File: src/rtl/msrv32_wb_stage_if.sv
// Bundle between execute, data memory and the register-file write port of msrv32_wb_stage.
// master = environment (execute/dmem/regfile side), slave = the write-back stage itself.
interface msrv32_wb_stage_if;
   logic        ex_valid_in;
   logic [4:0]  ex_rd_addr_in;
   logic [2:0]  ex_wb_sel_in;
   logic [31:0] ex_alu_result_in;
   logic [2:0]  ex_load_funct3_in;
   logic [31:0] ex_csr_data_in;
   logic [31:0] ex_imm_in;
   logic [31:0] ex_pc_plus_4_in;
   logic [31:0] dmem_rdata_in;
   logic        dmem_ack_in;
   logic        stall_out;
   logic        wr_en_out;
   logic [4:0]  rd_addr_out;
   logic [31:0] rd_out;
   logic        load_fault_out;

   modport master (
      output ex_valid_in, ex_rd_addr_in, ex_wb_sel_in, ex_alu_result_in,
             ex_load_funct3_in, ex_csr_data_in, ex_imm_in, ex_pc_plus_4_in,
             dmem_rdata_in, dmem_ack_in,
      input  stall_out, wr_en_out, rd_addr_out, rd_out, load_fault_out
   );

   modport slave (
      input  ex_valid_in, ex_rd_addr_in, ex_wb_sel_in, ex_alu_result_in,
             ex_load_funct3_in, ex_csr_data_in, ex_imm_in, ex_pc_plus_4_in,
             dmem_rdata_in, dmem_ack_in,
      output stall_out, wr_en_out, rd_addr_out, rd_out, load_fault_out
   );
endinterface

File: src/rtl/msrv32_wb_stage.sv
// msrv32 write-back stage: result select, load alignment/extension, registered regfile write.
// Optional load timeout fault enabled by defining MSRV32_LOAD_TIMEOUT_EN.
module msrv32_wb_stage #(
   parameter int LOAD_TIMEOUT = 16
) (
   input logic                ms_riscv32_mp_clk_in,
   input logic                ms_riscv32_mp_rst_in,
   msrv32_wb_stage_if.slave   wb
);
   localparam logic [0:0] IDLE      = 1'b0;
   localparam logic [0:0] WAIT_LOAD = 1'b1;

   localparam logic [2:0] SEL_ALU  = 3'b000;
   localparam logic [2:0] SEL_LOAD = 3'b001;
   localparam logic [2:0] SEL_CSR  = 3'b010;
   localparam logic [2:0] SEL_IMM  = 3'b011;
   localparam logic [2:0] SEL_PC4  = 3'b100;

   logic [0:0]  state_reg;
   logic        wr_en_reg;
   logic [4:0]  rd_addr_reg;
   logic [31:0] rd_reg;
   logic [4:0]  ld_rd_addr_reg;
   logic [2:0]  ld_funct3_reg;
   logic [1:0]  ld_off_reg;

   logic [31:0] result_next;
   logic        sel_ok_next;
   logic [31:0] load_next;
   logic [7:0]  byte_lane [4];
   logic [7:0]  ld_byte;
   logic [15:0] ld_half;

   genvar gi;
   generate
      for (gi = 0; gi < 4; gi++) begin : g_lane
         assign byte_lane[gi] = wb.dmem_rdata_in[8*gi +: 8];
      end
   endgenerate

   assign ld_byte = byte_lane[ld_off_reg];
   // Halfword position comes from off[1] only; misaligned halves are trapped upstream.
   assign ld_half = ld_off_reg[1] ? wb.dmem_rdata_in[31:16] : wb.dmem_rdata_in[15:0];

   always_comb begin
      load_next = wb.dmem_rdata_in;
      case (ld_funct3_reg)
         3'b000:  load_next = {{24{ld_byte[7]}}, ld_byte};
         3'b001:  load_next = {{16{ld_half[15]}}, ld_half};
         3'b100:  load_next = {24'd0, ld_byte};
         3'b101:  load_next = {16'd0, ld_half};
         default: load_next = wb.dmem_rdata_in;
      endcase
   end

   always_comb begin
      result_next = 32'd0;
      sel_ok_next = 1'b1;
      case (wb.ex_wb_sel_in)
         SEL_ALU: result_next = wb.ex_alu_result_in;
         SEL_CSR: result_next = wb.ex_csr_data_in;
         SEL_IMM: result_next = wb.ex_imm_in;
         SEL_PC4: result_next = wb.ex_pc_plus_4_in;
         default: sel_ok_next = 1'b0;
      endcase
   end

`ifdef MSRV32_LOAD_TIMEOUT_EN
   localparam int CNT_W = $clog2(LOAD_TIMEOUT + 1);
   logic [CNT_W-1:0] tmo_cnt_reg;
   logic             fault_reg;
   assign wb.load_fault_out = fault_reg;
`else
   assign wb.load_fault_out = 1'b0;
`endif

   always_ff @(posedge ms_riscv32_mp_clk_in) begin
      if (ms_riscv32_mp_rst_in) begin
         state_reg      <= IDLE;
         wr_en_reg      <= 1'b0;
         rd_addr_reg    <= 5'd0;
         rd_reg         <= 32'd0;
         ld_rd_addr_reg <= 5'd0;
         ld_funct3_reg  <= 3'd0;
         ld_off_reg     <= 2'd0;
`ifdef MSRV32_LOAD_TIMEOUT_EN
         tmo_cnt_reg    <= '0;
         fault_reg      <= 1'b0;
`endif
      end else begin
         wr_en_reg <= 1'b0;
`ifdef MSRV32_LOAD_TIMEOUT_EN
         fault_reg <= 1'b0;
`endif
         case (state_reg)
            IDLE: begin
               if (wb.ex_valid_in) begin
                  if (wb.ex_wb_sel_in == SEL_LOAD) begin
                     ld_rd_addr_reg <= wb.ex_rd_addr_in;
                     ld_funct3_reg  <= wb.ex_load_funct3_in;
                     ld_off_reg     <= wb.ex_alu_result_in[1:0];
                     state_reg      <= WAIT_LOAD;
`ifdef MSRV32_LOAD_TIMEOUT_EN
                     tmo_cnt_reg    <= '0;
`endif
                  end else if (sel_ok_next) begin
                     wr_en_reg   <= (wb.ex_rd_addr_in != 5'd0);
                     rd_addr_reg <= wb.ex_rd_addr_in;
                     rd_reg      <= result_next;
                  end
               end
            end
            default: begin
               // Ack beats a simultaneous timeout.
               if (wb.dmem_ack_in) begin
                  wr_en_reg   <= (ld_rd_addr_reg != 5'd0);
                  rd_addr_reg <= ld_rd_addr_reg;
                  rd_reg      <= load_next;
                  state_reg   <= IDLE;
               end
`ifdef MSRV32_LOAD_TIMEOUT_EN
               else if (tmo_cnt_reg == CNT_W'(LOAD_TIMEOUT - 1)) begin
                  fault_reg   <= 1'b1;
                  state_reg   <= IDLE;
                  tmo_cnt_reg <= '0;
               end else begin
                  tmo_cnt_reg <= tmo_cnt_reg + 1'b1;
               end
`endif
            end
         endcase
      end
   end

   assign wb.stall_out   = (state_reg == WAIT_LOAD);
   assign wb.wr_en_out   = wr_en_reg;
   assign wb.rd_addr_out = rd_addr_reg;
   assign wb.rd_out      = rd_reg;
endmodule

File: src/flat_wrapper.sv
// flat-port wrapper written by rule: the top's interface ports become plain ports
module msrv32_wb_stage_flat 
#(
   parameter int LOAD_TIMEOUT = 16
)
  (ms_riscv32_mp_clk_in, ms_riscv32_mp_rst_in, wb_ex_valid_in, wb_ex_rd_addr_in, wb_ex_wb_sel_in, wb_ex_alu_result_in, wb_ex_load_funct3_in, wb_ex_csr_data_in, wb_ex_imm_in, wb_ex_pc_plus_4_in, wb_dmem_rdata_in, wb_dmem_ack_in, wb_stall_out, wb_wr_en_out, wb_rd_addr_out, wb_rd_out, wb_load_fault_out);
  msrv32_wb_stage_if wb_i ();
  input logic ms_riscv32_mp_clk_in;
  input logic ms_riscv32_mp_rst_in;
  input wire logic [$bits(wb_i.ex_valid_in)-1:0] wb_ex_valid_in;
  input wire logic [$bits(wb_i.ex_rd_addr_in)-1:0] wb_ex_rd_addr_in;
  input wire logic [$bits(wb_i.ex_wb_sel_in)-1:0] wb_ex_wb_sel_in;
  input wire logic [$bits(wb_i.ex_alu_result_in)-1:0] wb_ex_alu_result_in;
  input wire logic [$bits(wb_i.ex_load_funct3_in)-1:0] wb_ex_load_funct3_in;
  input wire logic [$bits(wb_i.ex_csr_data_in)-1:0] wb_ex_csr_data_in;
  input wire logic [$bits(wb_i.ex_imm_in)-1:0] wb_ex_imm_in;
  input wire logic [$bits(wb_i.ex_pc_plus_4_in)-1:0] wb_ex_pc_plus_4_in;
  input wire logic [$bits(wb_i.dmem_rdata_in)-1:0] wb_dmem_rdata_in;
  input wire logic [$bits(wb_i.dmem_ack_in)-1:0] wb_dmem_ack_in;
  output wire logic [$bits(wb_i.stall_out)-1:0] wb_stall_out;
  output wire logic [$bits(wb_i.wr_en_out)-1:0] wb_wr_en_out;
  output wire logic [$bits(wb_i.rd_addr_out)-1:0] wb_rd_addr_out;
  output wire logic [$bits(wb_i.rd_out)-1:0] wb_rd_out;
  output wire logic [$bits(wb_i.load_fault_out)-1:0] wb_load_fault_out;
  assign wb_i.ex_valid_in = wb_ex_valid_in;
  assign wb_i.ex_rd_addr_in = wb_ex_rd_addr_in;
  assign wb_i.ex_wb_sel_in = wb_ex_wb_sel_in;
  assign wb_i.ex_alu_result_in = wb_ex_alu_result_in;
  assign wb_i.ex_load_funct3_in = wb_ex_load_funct3_in;
  assign wb_i.ex_csr_data_in = wb_ex_csr_data_in;
  assign wb_i.ex_imm_in = wb_ex_imm_in;
  assign wb_i.ex_pc_plus_4_in = wb_ex_pc_plus_4_in;
  assign wb_i.dmem_rdata_in = wb_dmem_rdata_in;
  assign wb_i.dmem_ack_in = wb_dmem_ack_in;
  assign wb_stall_out = wb_i.stall_out;
  assign wb_wr_en_out = wb_i.wr_en_out;
  assign wb_rd_addr_out = wb_i.rd_addr_out;
  assign wb_rd_out = wb_i.rd_out;
  assign wb_load_fault_out = wb_i.load_fault_out;
  msrv32_wb_stage #(.LOAD_TIMEOUT(LOAD_TIMEOUT)) u_core (.ms_riscv32_mp_clk_in(ms_riscv32_mp_clk_in), .ms_riscv32_mp_rst_in(ms_riscv32_mp_rst_in), .wb(wb_i));
endmodule
File: config.mk
export PLATFORM = sky130hd
export DESIGN_NAME = msrv32_wb_stage_flat
export DESIGN_NICKNAME = d
export VERILOG_FILES = /design/src/rtl/msrv32_wb_stage_if.sv /design/src/rtl/msrv32_wb_stage.sv /design/src/flat_wrapper.sv
export SDC_FILE = /design/constraint.sdc
export NUM_CORES = 1
export LEC_CHECK = 0
export CORE_MARGIN = 3
export CORE_UTILIZATION = 41
export CTS_BUF_LIST = sky130_fd_sc_hd__clkbuf_2 sky130_fd_sc_hd__clkbuf_4 sky130_fd_sc_hd__clkbuf_8
export CTS_CLUSTER_DIAMETER = 120
export DETAILED_ROUTE_END_ITERATION = 10
export GPL_ROUTABILITY_DRIVEN = 0
export PLACE_DENSITY = 0.84
export SYNTH_ARGS = -nofsm -noshare
export SYNTH_HDL_FRONTEND = slang
export SYNTH_SLANG_ARGS = --single-unit
File: constraint.sdc
create_clock -name ms_riscv32_mp_clk_in -period 2.3 [get_ports ms_riscv32_mp_clk_in]
set_input_delay 0.46 -clock ms_riscv32_mp_clk_in [delete_from_list [all_inputs] [get_ports ms_riscv32_mp_clk_in]]
set_output_delay 0.46 -clock ms_riscv32_mp_clk_in [all_outputs]
set_load 0.005 [all_outputs]
Yosys cells after proc, flatten, opt, wreduce, memory -nomap -nowiden --
Cells that the tools add are included.
Storage, ports and cells: register bits after elaboration 49, input bits 175, output and inout bits 40, logic and storage cells 54
Operators by class: magnitude comparators 1, eq/ne operators 9, mux-type cells 26, bitwise operators 2, reductions and logical operators 9
Operators with widths (number):
- 32-bit case mux with 4 select lines | 2
- 32-bit two-way mux | 5
- 5-bit two-way mux | 5
- 8-bit binary-select mux with 2-bit select | 1
- 16-bit two-way mux | 1
- 8-bit two-way mux | 2
- 1-bit two-way mux | 10
- 5-bit nonzero test | 2
- 3-bit == test (second input constant) | 3
- 3-bit by 1-bit == test with 1-bit output (second input constant) | 2
- 3-bit by 2-bit == test with 1-bit output (second input constant) | 2
- 3-bit zero test | 2
- 4-bit AND reduction | 1
- 2-bit nonzero test | 2
- 4-bit OR reduction | 1
- 3-bit greater-or-equal comparator (second input constant) | 1
- 2-bit inverter with 3-bit output | 1
- 3-bit AND reduction | 1
- 2-bit by 1-bit inequality test with 1-bit output (second input constant) | 1
- 2-bit inequality test (second input constant) | 1
- 1-bit inverter | 1

Logic depth before layout (Yosys ltp) --
Gate-level depths: netlist of the first run.
depth after elaboration 7, depth in mapped cells 7, gate-level depth less buffers 4

Worst setup path after synthesis of the first run --
No wires, ideal clock.
path kind input to register, start in wb_ex_wb_sel_in[0], end reg u_core.rd_reg[14], in the netlist u_core.wb.rd_out[14], setup time 0.088 ns, arrival time 1.721 ns, required time 2.212 ns, path slack 0.490 ns, cell stages on the path 6, path through buf_2 -> mux2_4 -> nand2b_4 -> buf_6 -> or3_1 -> a311oi_2
Between the ends: longest elaborated chain between the ends 6
RTL lines:
- start, declared | line flat_wrapper.sv:12 | input wire logic [$bits(wb_i.ex_wb_sel_in)-1:0] wb_ex_wb_sel_in;
- 3-bit == test, or another cell as far along | line msrv32_wb_stage.sv:59 | case (wb.ex_wb_sel_in)
- 32-bit case mux with 4 select lines | line msrv32_wb_stage.sv:59
- 32-bit two-way mux | line msrv32_wb_stage.sv:106 | end else if (sel_ok_next) begin
- 32-bit two-way mux | line msrv32_wb_stage.sv:98 | if (wb.ex_wb_sel_in == SEL_LOAD) begin
- 32-bit two-way mux | line msrv32_wb_stage.sv:97 | if (wb.ex_valid_in) begin
- 32-bit two-way mux | line msrv32_wb_stage.sv:95 | case (state_reg)
- end signal, assigned | line msrv32_wb_stage.sv:109 | rd_reg <= result_next;
- end signal, assigned | line msrv32_wb_stage.sv:118 | rd_reg <= load_next;
- end, declared | line msrv32_wb_stage.sv:22 | logic [31:0] rd_reg;
Parallel ways exist; a longest one is shown, timed or not. The select of a mux whose other input is x is not followed. A chain may end at the register's enable or synchronous reset.

Worst setup path in the final report of the first run --
start in wb_ex_wb_sel_in[1], end reg u_core.rd_reg[19], in the netlist u_core.wb.rd_out[19]
Same word-level chain as after synthesis.

==> run_results.csv, run 1 <==
group,metric,value,unit
floorplan,die_h,104,um
final_layout,drive_above_1_share,12.8,%
logic_synthesis,syn_inst,486,
timing,drv_slew,0,
cts,cts_buffers,5,
setup_path,reg2regPathDepth,5,
timing,setup_viol,0,
setup_path,path_class,"primary input to flop",
floorplan,start_util,42.5,%
detailed_routing,wire_per_inst,19.0,um
setup_path,setup.worst_path.end,"u_core.wb.rd_out[19]",
setup_path,cp_num_buf_inv,2,
cts,h-tree-depth,2,
final_layout,postLayoutCoreUtil,68.3,%
global_routing,grt_pass1_wl,24300,um
cts,insertion_delay,0.31,ns
logic_synthesis,syn_area,0.00394,mm^2
placed_design,post_dp_cell_area,0.00624,mm^2
logic_synthesis,seq_area_frac_synth,24.9,%
logic_synthesis,synth_top_flop_cell,"dfxtp_1",
outcome,status,"finished, final reports clean",
global_routing,gr-total-overflow,0,
final_layout,largest_reg_flops,32,
flow_run,cap_violations,0,
setup_path,crit_start,"wb_ex_wb_sel_in[1]",
timing,hold_violations,0,
setup_path,cp_top_family,"buffers and inverters",
final_layout,n_fill_cell,764,
final_layout,multi_input_comb_area,0.00267,mm^2
power,p_leak,2.14,nW
logic_synthesis,synth_seq_cells,49,
cts,root_buffer,"clkbuf_8",
floorplan,coreArea,0.00928,mm^2
setup_path,end_kind,"flop",
floorplan,io_pins,215,
cts,cts_hold_buf,0,
detailed_routing,dr.pass1.iters,5,
logic_synthesis,synth_edf_count,0,
detailed_routing,vias,4665,
power,p_per_area,385,mW/mm^2
cts,clk_pin_slew_worst_paths,0.10,ns
cts,post_cts_buffers,0,
floorplan,die_w,104,um
timing,fmax,488,MHz
floorplan,fp-row-count,35,
logic_synthesis,synthArstFlopShare,0,%
power,ir_drop,0.000375,V
detailed_routing,routed_wl,15300,um
final_layout,design_area,0.00634,mm^2
final_layout,mostFrequentLayoutCells,"210 x clkdlybuf4s50_1, 52 x nor2_1, 49 x nand2_1, 49 x dfxtp_1, 28 x a21oi_1",
timing,post-route-period-util,89.1,%
timing,tightest_slew,0.588,ns
final_layout,layout_commonest_cell,"clkdlybuf4s50_1",
final_layout,final_nets,852,
setup_path,r2r_end,"u_core.wb.rd_out[20]",
setup_path,ff2ff_setup_slack,0.38,ns
global_routing,grt_max_degree,50,
floorplan,dieArea,0.0108,mm^2
detailed_routing,drc_errors,0,
setup_path,cp-start-kind,"primary input",
cts,clock-sinks,49,
placed_design,port_buffers,213,
detailed_routing,postRouteAntennaNets,0,
logic_synthesis,synth_warnings,0,
final_layout,diodes,0,
setup_path,path_cells,"clkdlybuf4s50_1, mux2_4, nand2b_4, buf_12, a211o_1, a311oi_1",
logic_synthesis,synth_cell_types,53,
setup_path,cp_data_arrival_time,2.27,ns
placed_design,hpwl,12100,um
detailed_routing,drt-initial-drc-count,344,
timing,rsz0062_at_grt,"no",
setup_path,r2r-start,"u_core.ld_funct3_reg[1]",
setup_path,max_stage_delay,0.59,ns
timing,fin_crit,2.05,ns
logic_synthesis,avgSynthCellArea,8.11,um^2
detailed_routing,vias_per_cell,5.78,
cts,cts_resized,0,
global_routing,grt_usage,27.3,%
min_path,hp-class,"flop to flop",
setup_path,critPathMaxFanout,10,
logic_synthesis,synth_nets,661,
setup_path,cpMaxStageDelayCell,"clkdlybuf4s50_1",
timing,skew,0.00863,ns
global_routing,antenna_found_initial,0,
timing,slew_headroom,60.7,%
cts,tritoncts,"built",
setup_path,crit_required,2.52,ns
global_routing,grt_pass1_vias,4500,
final_layout,area.growth.synth_to_final,60.8,%
cts,clockBufferDepth,2,
final_layout,regArea,981,um^2
setup_path,cp.depth,6,
-- routing by layer --
layer | GRT usage (%) | vias to the layer above | share of wire [%]
li1 | - | 2215 | -
met1 | 35.3 | 2166 | 41
met2 | 46.1 | 249 | 48
met3 | 5.65 | 35 | 8.4
met4 | 7.88 | 0 | 2.7
met5 | 0 | - | 0
-- where the power goes --
group / internal, mW / leakage (nW) / switching, mW
Clock: 0.228 / 0.0506 / 0.337
Sequential: 0.907 / 0.402 / 0.0404
Combinational: 0.568 / 1.69 / 0.360
Total: 1.70 / 2.14 / 0.737
-- worst min-delay path by stage --
stage / from / end / slack, ns / cells after the start
2_1_floorplan: u_core.ld_rd_addr_reg[3] / u_core.ld_rd_addr_reg[3] / 0.47 / 2
3_3_place_gp: u_core.wb.rd_out[5] / u_core.wb.rd_out[5] / 0.49 / 2
3_5_place_dp: u_core.wb.rd_out[21] / u_core.wb.rd_out[21] / 0.49 / 2
4_1_cts: u_core.wb.rd_out[21] / u_core.wb.rd_out[21] / 0.51 / 2
5_1_grt: u_core.wb.rd_out[16] / u_core.wb.rd_out[16] / 0.53 / 2
6_report: u_core.wb.rd_out[21] / u_core.wb.rd_out[21] / 0.50 / 2
-- cell families after synthesis --
kind of cell | after synthesis | synth area share, %
buf+inv | 62 | 7.58
simple gates | 167 | 21.7
compound gates | 154 | 31.1
flops | 49 | 24.9
mux | 53 | 14.7
other cells | 1 | 0.0951
-- per-stage QoR --
| step | power [mW] | instances | hold slack, ns | worst slack (ns) | TNS (ns) |
|---|---|---|---|---|---|
| finish | 2.44 | 807 | 0.505 | 0.251 | 0 |
| global route | 2.55 | 807 | 0.531 | 0.155 | 0 |
| CTS | 2.45 | 807 | 0.506 | 0.244 | 0 |
| detailed placement | 1.89 | 799 | 0.493 | -0.0877 | -0.747 |
| global placement | 1.87 | 799 | 0.485 | 0.0186 | 0 |
| floorplan | 1.34 | 486 | 0.474 | 0.490 | 0 |
-- layout make-up --
class                           instances  area share (%)
Multi-Input combinational cell        375            42.1
Timing Repair Buffer                  240            38.0
Sequential cell                        49            15.5
Tap cell                              129            2.55
Clock buffer                            5            1.09
Clock inverter                          3           0.454
Inverter                                6           0.355
-- worst reg2reg max path, delay by kind of cell, from the launching register on --
family / cells / cell delay, ns
buf+inv: 2 / 0.51
compound gates: 1 / 0.27
flops: 1 / 0.53
simple gates: 2 / 0.51
-- cell usage after synthesis (all sizes together), types with 2 or more instances --
master / number / area (um^2)
o22ai: 4 / 25.0
dfxtp: 49 / 981
o211ai: 9 / 67.6
a311o: 7 / 70.1
a21oi: 28 / 140
o31a: 6 / 52.6
nand2: 49 / 184
clkbuf: 27 / 101
buf: 29 / 175
a221oi: 18 / 158
nor3: 2 / 10.0
mux2: 25 / 285
a211oi: 5 / 37.5
o21ai: 14 / 73.8
and2: 2 / 12.5
a21boi: 8 / 63.8
o32a: 6 / 60.1
or4: 2 / 15.0
nor2b: 4 / 25.0
a311oi: 33 / 339
nand2b: 10 / 70.1
nand3: 11 / 55.1
a211o: 11 / 96.3
or4bb: 2 / 22.5
nand3b: 16 / 120
or3b: 10 / 87.6
inv: 5 / 18.8
nor2: 52 / 195
mux2i: 27 / 270
Power figures use the tool's default switching activity.
==> run 2: changes to the inputs <==
GPL_TIMING_DRIVEN = 0   (was default)
==> run 2 against run 1 <==
Sequential cell count unchanged. Setup slack worse by 0.13 ns. Die area stayed put. Design area is 0.16% lower. Sequential share of layout area hardly changed. Fmax decreased by 6.1%. Power about the same. Highest routed layer unchanged. Wire length increased by 8.5%. Largest cell class unchanged. Non-clock buffer count increased by 27. Critical endpoint is now u_core.wb.rd_out[21].
==> run_results.csv, run 2 (synthesis results as in run 1) <==
group,metric,value,unit
placed_design,post_dp_cell_area,0.00622,mm^2
setup_path,path_class,"primary input to flop",
setup_path,reg2regPathDepth,6,
setup_path,cpMaxStageDelayCell,"clkdlybuf4s50_1",
final_layout,layout_commonest_cell,"clkdlybuf4s50_1",
setup_path,cp_data_arrival_time,2.36,ns
timing,fin_crit,2.18,ns
setup_path,cp_top_family,"buffers and inverters",
detailed_routing,postRouteAntennaNets,0,
placed_design,hpwl,13500,um
global_routing,grt_pass1_wl,25800,um
floorplan,die_w,104,um
global_routing,grt_usage,29.5,%
min_path,hold_end,"u_core.wb.rd_out[16]",
global_routing,grt_pass1_vias,4929,
detailed_routing,routed_wl,16600,um
min_path,hp-class,"flop to flop",
setup_path,critPathMaxFanout,10,
floorplan,io_pins,215,
flow_run,cap_violations,0,
timing,tightest_slew,0.624,ns
final_layout,drive_above_1_share,12.6,%
final_layout,n_fill_cell,790,
detailed_routing,dr.pass1.iters,6,
final_layout,diodes,0,
floorplan,start_util,42.5,%
setup_path,crit_required,2.48,ns
power,p_per_area,386,mW/mm^2
cts,insertion_delay,0.32,ns
final_layout,area.growth.synth_to_final,60.6,%
final_layout,mostFrequentLayoutCells,"210 x clkdlybuf4s50_1, 51 x nor2_1, 49 x nand2_1, 49 x dfxtp_1, 28 x a21oi_1",
timing,slew_headroom,58.4,%
detailed_routing,drc_errors,0,
setup_path,cp_num_buf_inv,3,
global_routing,grt_max_degree,19,
cts,clock-sinks,49,
timing,rsz0062_at_grt,"no",
cts,cts_buffers,5,
final_layout,multi_input_comb_area,0.00267,mm^2
final_layout,largest_reg_flops,32,
timing,post-route-period-util,94.9,%
setup_path,r2r-start,"u_core.ld_funct3_reg[0]",
setup_path,ff2ff_setup_slack,0.28,ns
floorplan,fp-row-count,35,
power,total_power,2.44,mW
setup_path,r2r_end,"u_core.wb.rd_out[3]",
final_layout,fin_cells,834,
detailed_routing,drt-initial-drc-count,486,
power,ir_drop,0.000249,V
global_routing,gr-total-overflow,0,
cts,clockBufferDepth,2,
timing,drv_slew,0,
placed_design,dp_cells,826,
global_routing,antenna_found_initial,0,
final_layout,final_nets,879,
setup_path,end_kind,"flop",
setup_path,path_cells,"clkdlybuf4s50_1, buf_6, mux2_4, o21ai_2, a21boi_4, buf_2, a311oi_1",
placed_design,port_buffers,211,
timing,hold_violations,0,
min_path,min_from,"u_core.wb.rd_out[16]",
timing,layout_setup_ws,0.118,ns
cts,cts_hold_buf,0,
final_layout,design_area,0.00633,mm^2
power,p_leak,2.16,nW
floorplan,coreArea,0.00928,mm^2
placed_design,place_ws,-0.400,ns
min_path,worst_hold_path.num_cells,2,
floorplan,die_h,104,um
outcome,status,"finished, final reports clean",
detailed_routing,vias,4892,
cts,clk_pin_slew_worst_paths,0.09,ns
setup_path,crit_start,"wb_ex_wb_sel_in[2]",
setup_path,cp-start-kind,"primary input",
cts,root_buffer,"clkbuf_8",
floorplan,dieArea,0.0108,mm^2
timing,fmax,458,MHz
detailed_routing,wire_per_inst,19.9,um
cts,h-tree-depth,2,
setup_path,max_stage_delay,0.44,ns
cts,tritoncts,"built",
detailed_routing,vias_per_cell,5.87,
timing,skew,0.0132,ns
timing,setup_viol,0,
final_layout,regArea,981,um^2
## run 2: cell types whose count changed in the layout (fill, tap and decap cells not counted), moves of 3 or more
cell / change
buf_12: -7
buf_2: +17
buf_4: -15
buf_6: +3
clkbuf_1: +24
clkbuf_2: +3
## run 2: final cells by class
type	count	area share, %
Clock buffer	5	1.09
Inverter	6	0.356
Tap cell	129	2.55
Timing Repair Buffer	211	33.4
Clock inverter	3	0.455
Sequential cell	49	15.5
Buffer	56	4.43
Multi-Input combinational cell	375	42.2
## run 2: worst max-delay path by stage
stage                                 endpoint  slack [ns]  depth (start not counted)
final                     u_core.wb.rd_out[21]        0.12                          7
after global routing      u_core.wb.rd_out[20]       0.006                          8
after CTS                 u_core.wb.rd_out[15]       0.002                          7
after detailed placement  u_core.wb.rd_out[15]       -0.40                          6
after global placement    u_core.wb.rd_out[15]       -0.39                          6
after floorplan           u_core.wb.rd_out[14]        0.49                          6
## run 2: layer usage
metal	wire, um	global-route usage, %
met4	464	9.69
met5	0	0
met2	7960	50.1
met3	1540	7.57
met1	6650	36.2
## run 2: worst reg2reg max path: cells and delay by family, from the launching register on
family / cells / cell delay [ns]
flip-flops: 1 / 0.32
AND/OR/NAND/NOR: 2 / 0.39
buffers and inverters: 2 / 0.64
AO/OA/AOI/OAI: 2 / 0.52
## run 2: through the flow
stage,utilization [%],hold slack (ns),setup TNS [ns]
final,68.2,0.503,0
after global placement,67.0,0.486,-10.92
after floorplan,-,0.474,0
after CTS,68.1,0.509,0
after global routing,68.2,0.526,0
after detailed placement,67.0,0.495,-12.66
## run 2: what timing repair did
item / in CTS / in global routing
setup buffers: 0 / 0
pin swaps: 0 / 0
gates cloned: 0 / 0
gates resized for setup: 3 / 6
setup endpoints to repair: 13 / 37
## run 2: where the power goes
part,switching [mW],internal (mW),leakage (nW),total [mW]
clock,0.334,0.228,0.0506,0.562
sequential,0.0360,0.907,0.402,0.943
combinational,0.383,0.555,1.71,0.938
total,0.752,1.69,2.16,2.44
==> run 3: changes to the inputs <==
MAX_ROUTING_LAYER = met4   (was default)
==> run 3 against run 2 <==
Via count is 0.22% higher. Highest routed layer unchanged. Combinational power hardly changed. Die area stayed put. Sequential cell count stayed put. Wire length is 0.23% lower. Largest power group unchanged. Critical path depth is 1 higher. Clock-buffer cell count stayed put. Clock power hardly changed. Sequential power hardly changed. Fmax is 0.33% lower.
==> run_results.csv, run 3 (synthesis results as in run 1) <==
group,metric,value,unit
cts,h-tree-depth,2,
global_routing,grt_pass1_wl,25800,um
final_layout,area.growth.synth_to_final,60.6,%
setup_path,path_cells,"clkdlybuf4s50_1, buf_6, buf_2, buf_2, nand3b_1, a21oi_1, o21ai_1, a311oi_1",
timing,setup-tns-final,0,ns
setup_path,crit_start,"wb_ex_wb_sel_in[2]",
setup_path,r2r-start,"u_core.wb.stall_out",
power,p_int,1.69,mW
setup_path,cp_top_family,"buffers and inverters",
min_path,worst_hold_path.num_cells,2,
placed_design,post_dp_cell_area,0.00622,mm^2
timing,tightest_slew,0.632,ns
power,clkPwrFrac,23.1,%
final_layout,fin_cells,834,
final_layout,largest_reg_flops,32,
global_routing,grt_pass1_vias,4920,
timing,hold_violations,0,
timing,rsz0062_at_grt,"no",
cts,insertion_delay,0.31,ns
timing,drv_slew,0,
final_layout,design_area,0.00633,mm^2
placed_design,dp_cells,826,
floorplan,io_pins,215,
flow_run,cap_violations,0,
power,p_leak,2.16,nW
power,ir_drop,0.000250,V
final_layout,mostFrequentLayoutCells,"210 x clkdlybuf4s50_1, 51 x nor2_1, 49 x nand2_1, 49 x dfxtp_1, 28 x a21oi_1",
cts,clockBufferDepth,2,
cts,cts_buffers,5,
setup_path,cpMostUsedCell,"buf_2",
final_layout,layout_commonest_cell,"clkdlybuf4s50_1",
timing,skew,0.0129,ns
floorplan,coreArea,0.00928,mm^2
floorplan,dieArea,0.0108,mm^2
setup_path,ff2ff_setup_slack,0.28,ns
timing,post-route-period-util,95.2,%
setup_path,cpMaxStageDelayCell,"clkdlybuf4s50_1",
floorplan,start_util,42.5,%
min_path,hold_end,"u_core.wb.rd_out[16]",
power,swShare,30.9,%
setup_path,crit_required,2.48,ns
global_routing,antenna_found_initial,0,
global_routing,grt_max_degree,19,
global_routing,gr-total-overflow,0,
setup_path,max_stage_delay,0.50,ns
placed_design,port_buffers,211,
detailed_routing,drt-initial-drc-count,392,
setup_path,critPathMaxFanout,10,
power,pwr-share-seq,38.6,%
setup_path,path_class,"primary input to flop",
final_layout,n_fill_cell,790,
setup_path,reg2regPathDepth,6,
cts,cts_hold_buf,0,
min_path,hp-class,"flop to flop",
final_layout,postLayoutCoreUtil,68.2,%
final_layout,drive_above_1_share,12.6,%
setup_path,r2r_end,"u_core.wb.rd_out[29]",
floorplan,die_w,104,um
power,p_per_area,386,mW/mm^2
floorplan,fp-row-count,35,
setup_path,cp-start-kind,"primary input",
min_path,min_from,"u_core.wb.rd_out[16]",
cts,clock-sinks,49,
timing,slew_headroom,57.8,%
global_routing,grt_usage,30.3,%
detailed_routing,vias_per_cell,5.88,
timing,setup_viol,0,
detailed_routing,drc_errors,0,
outcome,status,"finished, final reports clean",
final_layout,final_nets,879,
detailed_routing,vias,4903,
cts,tritoncts,"built",
power,switchingPower,0.755,mW
timing,finalHoldWorstSlack,0.503,ns
setup_path,end_kind,"flop",
timing,fmax,457,MHz
power,combinationalPowerShare,38.4,%
placed_design,hpwl,13500,um
detailed_routing,routed_wl,16600,um
cts,clk_pin_slew_worst_paths,0.10,ns
detailed_routing,postRouteAntennaNets,0,
setup_path,cp.depth,8,
setup_path,cp_data_arrival_time,2.37,ns
timing,fin_crit,2.19,ns
detailed_routing,dr.pass1.iters,5,
final_layout,diodes,0,
detailed_routing,wire_per_inst,19.9,um
floorplan,die_h,104,um
setup_path,cp_num_buf_inv,4,
cts,root_buffer,"clkbuf_8",
-- run 3: cell counts in the layout (fill, tap and decap cells not counted) --
Identical to the previous run, type by type.
-- run 3: cell type report --
type                            count  area, um^2  area share (%)
Buffer                             56         280            4.43
Sequential cell                    49         981            15.5
Tap cell                          129         161            2.55
Timing Repair Buffer              211        2110            33.4
Multi-Input combinational cell    375        2670            42.2
Clock buffer                        5        68.8            1.09
Inverter                            6        22.5           0.356
Clock inverter                      3        28.8           0.455
-- run 3: per-stage QoR --
stage / setup slack (ns) / total power [mW]
floorplan: 0.490 / 1.34
global placement: -0.395 / 1.87
detailed placement: -0.400 / 1.89
CTS: 0.00245 / 2.45
global route: 0.00401 / 2.55
finish: 0.111 / 2.45
-- run 3: worst min-delay path, stage by stage (launching register included) --
cell and delay [ns]:
dfxtp_1 0.32, nor2_1 0.09, a311oi_1 0.05
-- run 3: timing repair --
action / 4_1_cts / 5_1_grt
cloned: 0 / 0
resized for setup: 3 / 6
endpoints found under the setup margin: 13 / 37
buffers inserted: 0 / 0
-- run 3: power by group through the flow --
| stage | Sequential (mW) | Clock [mW] | Combinational [mW] |
|---|---|---|---|
| final | 0.943 | 0.564 | 0.938 |
| after global routing | 0.949 | 0.603 | 1.00 |
| after CTS | 0.942 | 0.573 | 0.932 |
| after detailed placement | 0.962 | 0 | 0.924 |
| after global placement | 0.960 | 0 | 0.905 |
| after floorplan | 0.959 | 0 | 0.386 |
-- run 3: layer usage --
| metal | GRT usage (%) | vias up | share of wire, % |
|---|---|---|---|
| li1 | - | 2275 | - |
| met1 | 37.0 | 2293 | 40 |
| met2 | 49.9 | 295 | 48 |
| met3 | 6.77 | 40 | 9.1 |
| met4 | 9.69 | 0 | 2.9 |
| met5 | - | - | 0 |
-- run 3: how the worst max path moves through the flow --
stage / to / slack, ns
global placement: u_core.wb.rd_out[15] / -0.39
finish: u_core.wb.rd_out[15] / 0.11
floorplan: u_core.wb.rd_out[14] / 0.49
CTS: u_core.wb.rd_out[15] / 0.002
detailed placement: u_core.wb.rd_out[15] / -0.40
global route: u_core.wb.rd_out[20] / 0.004
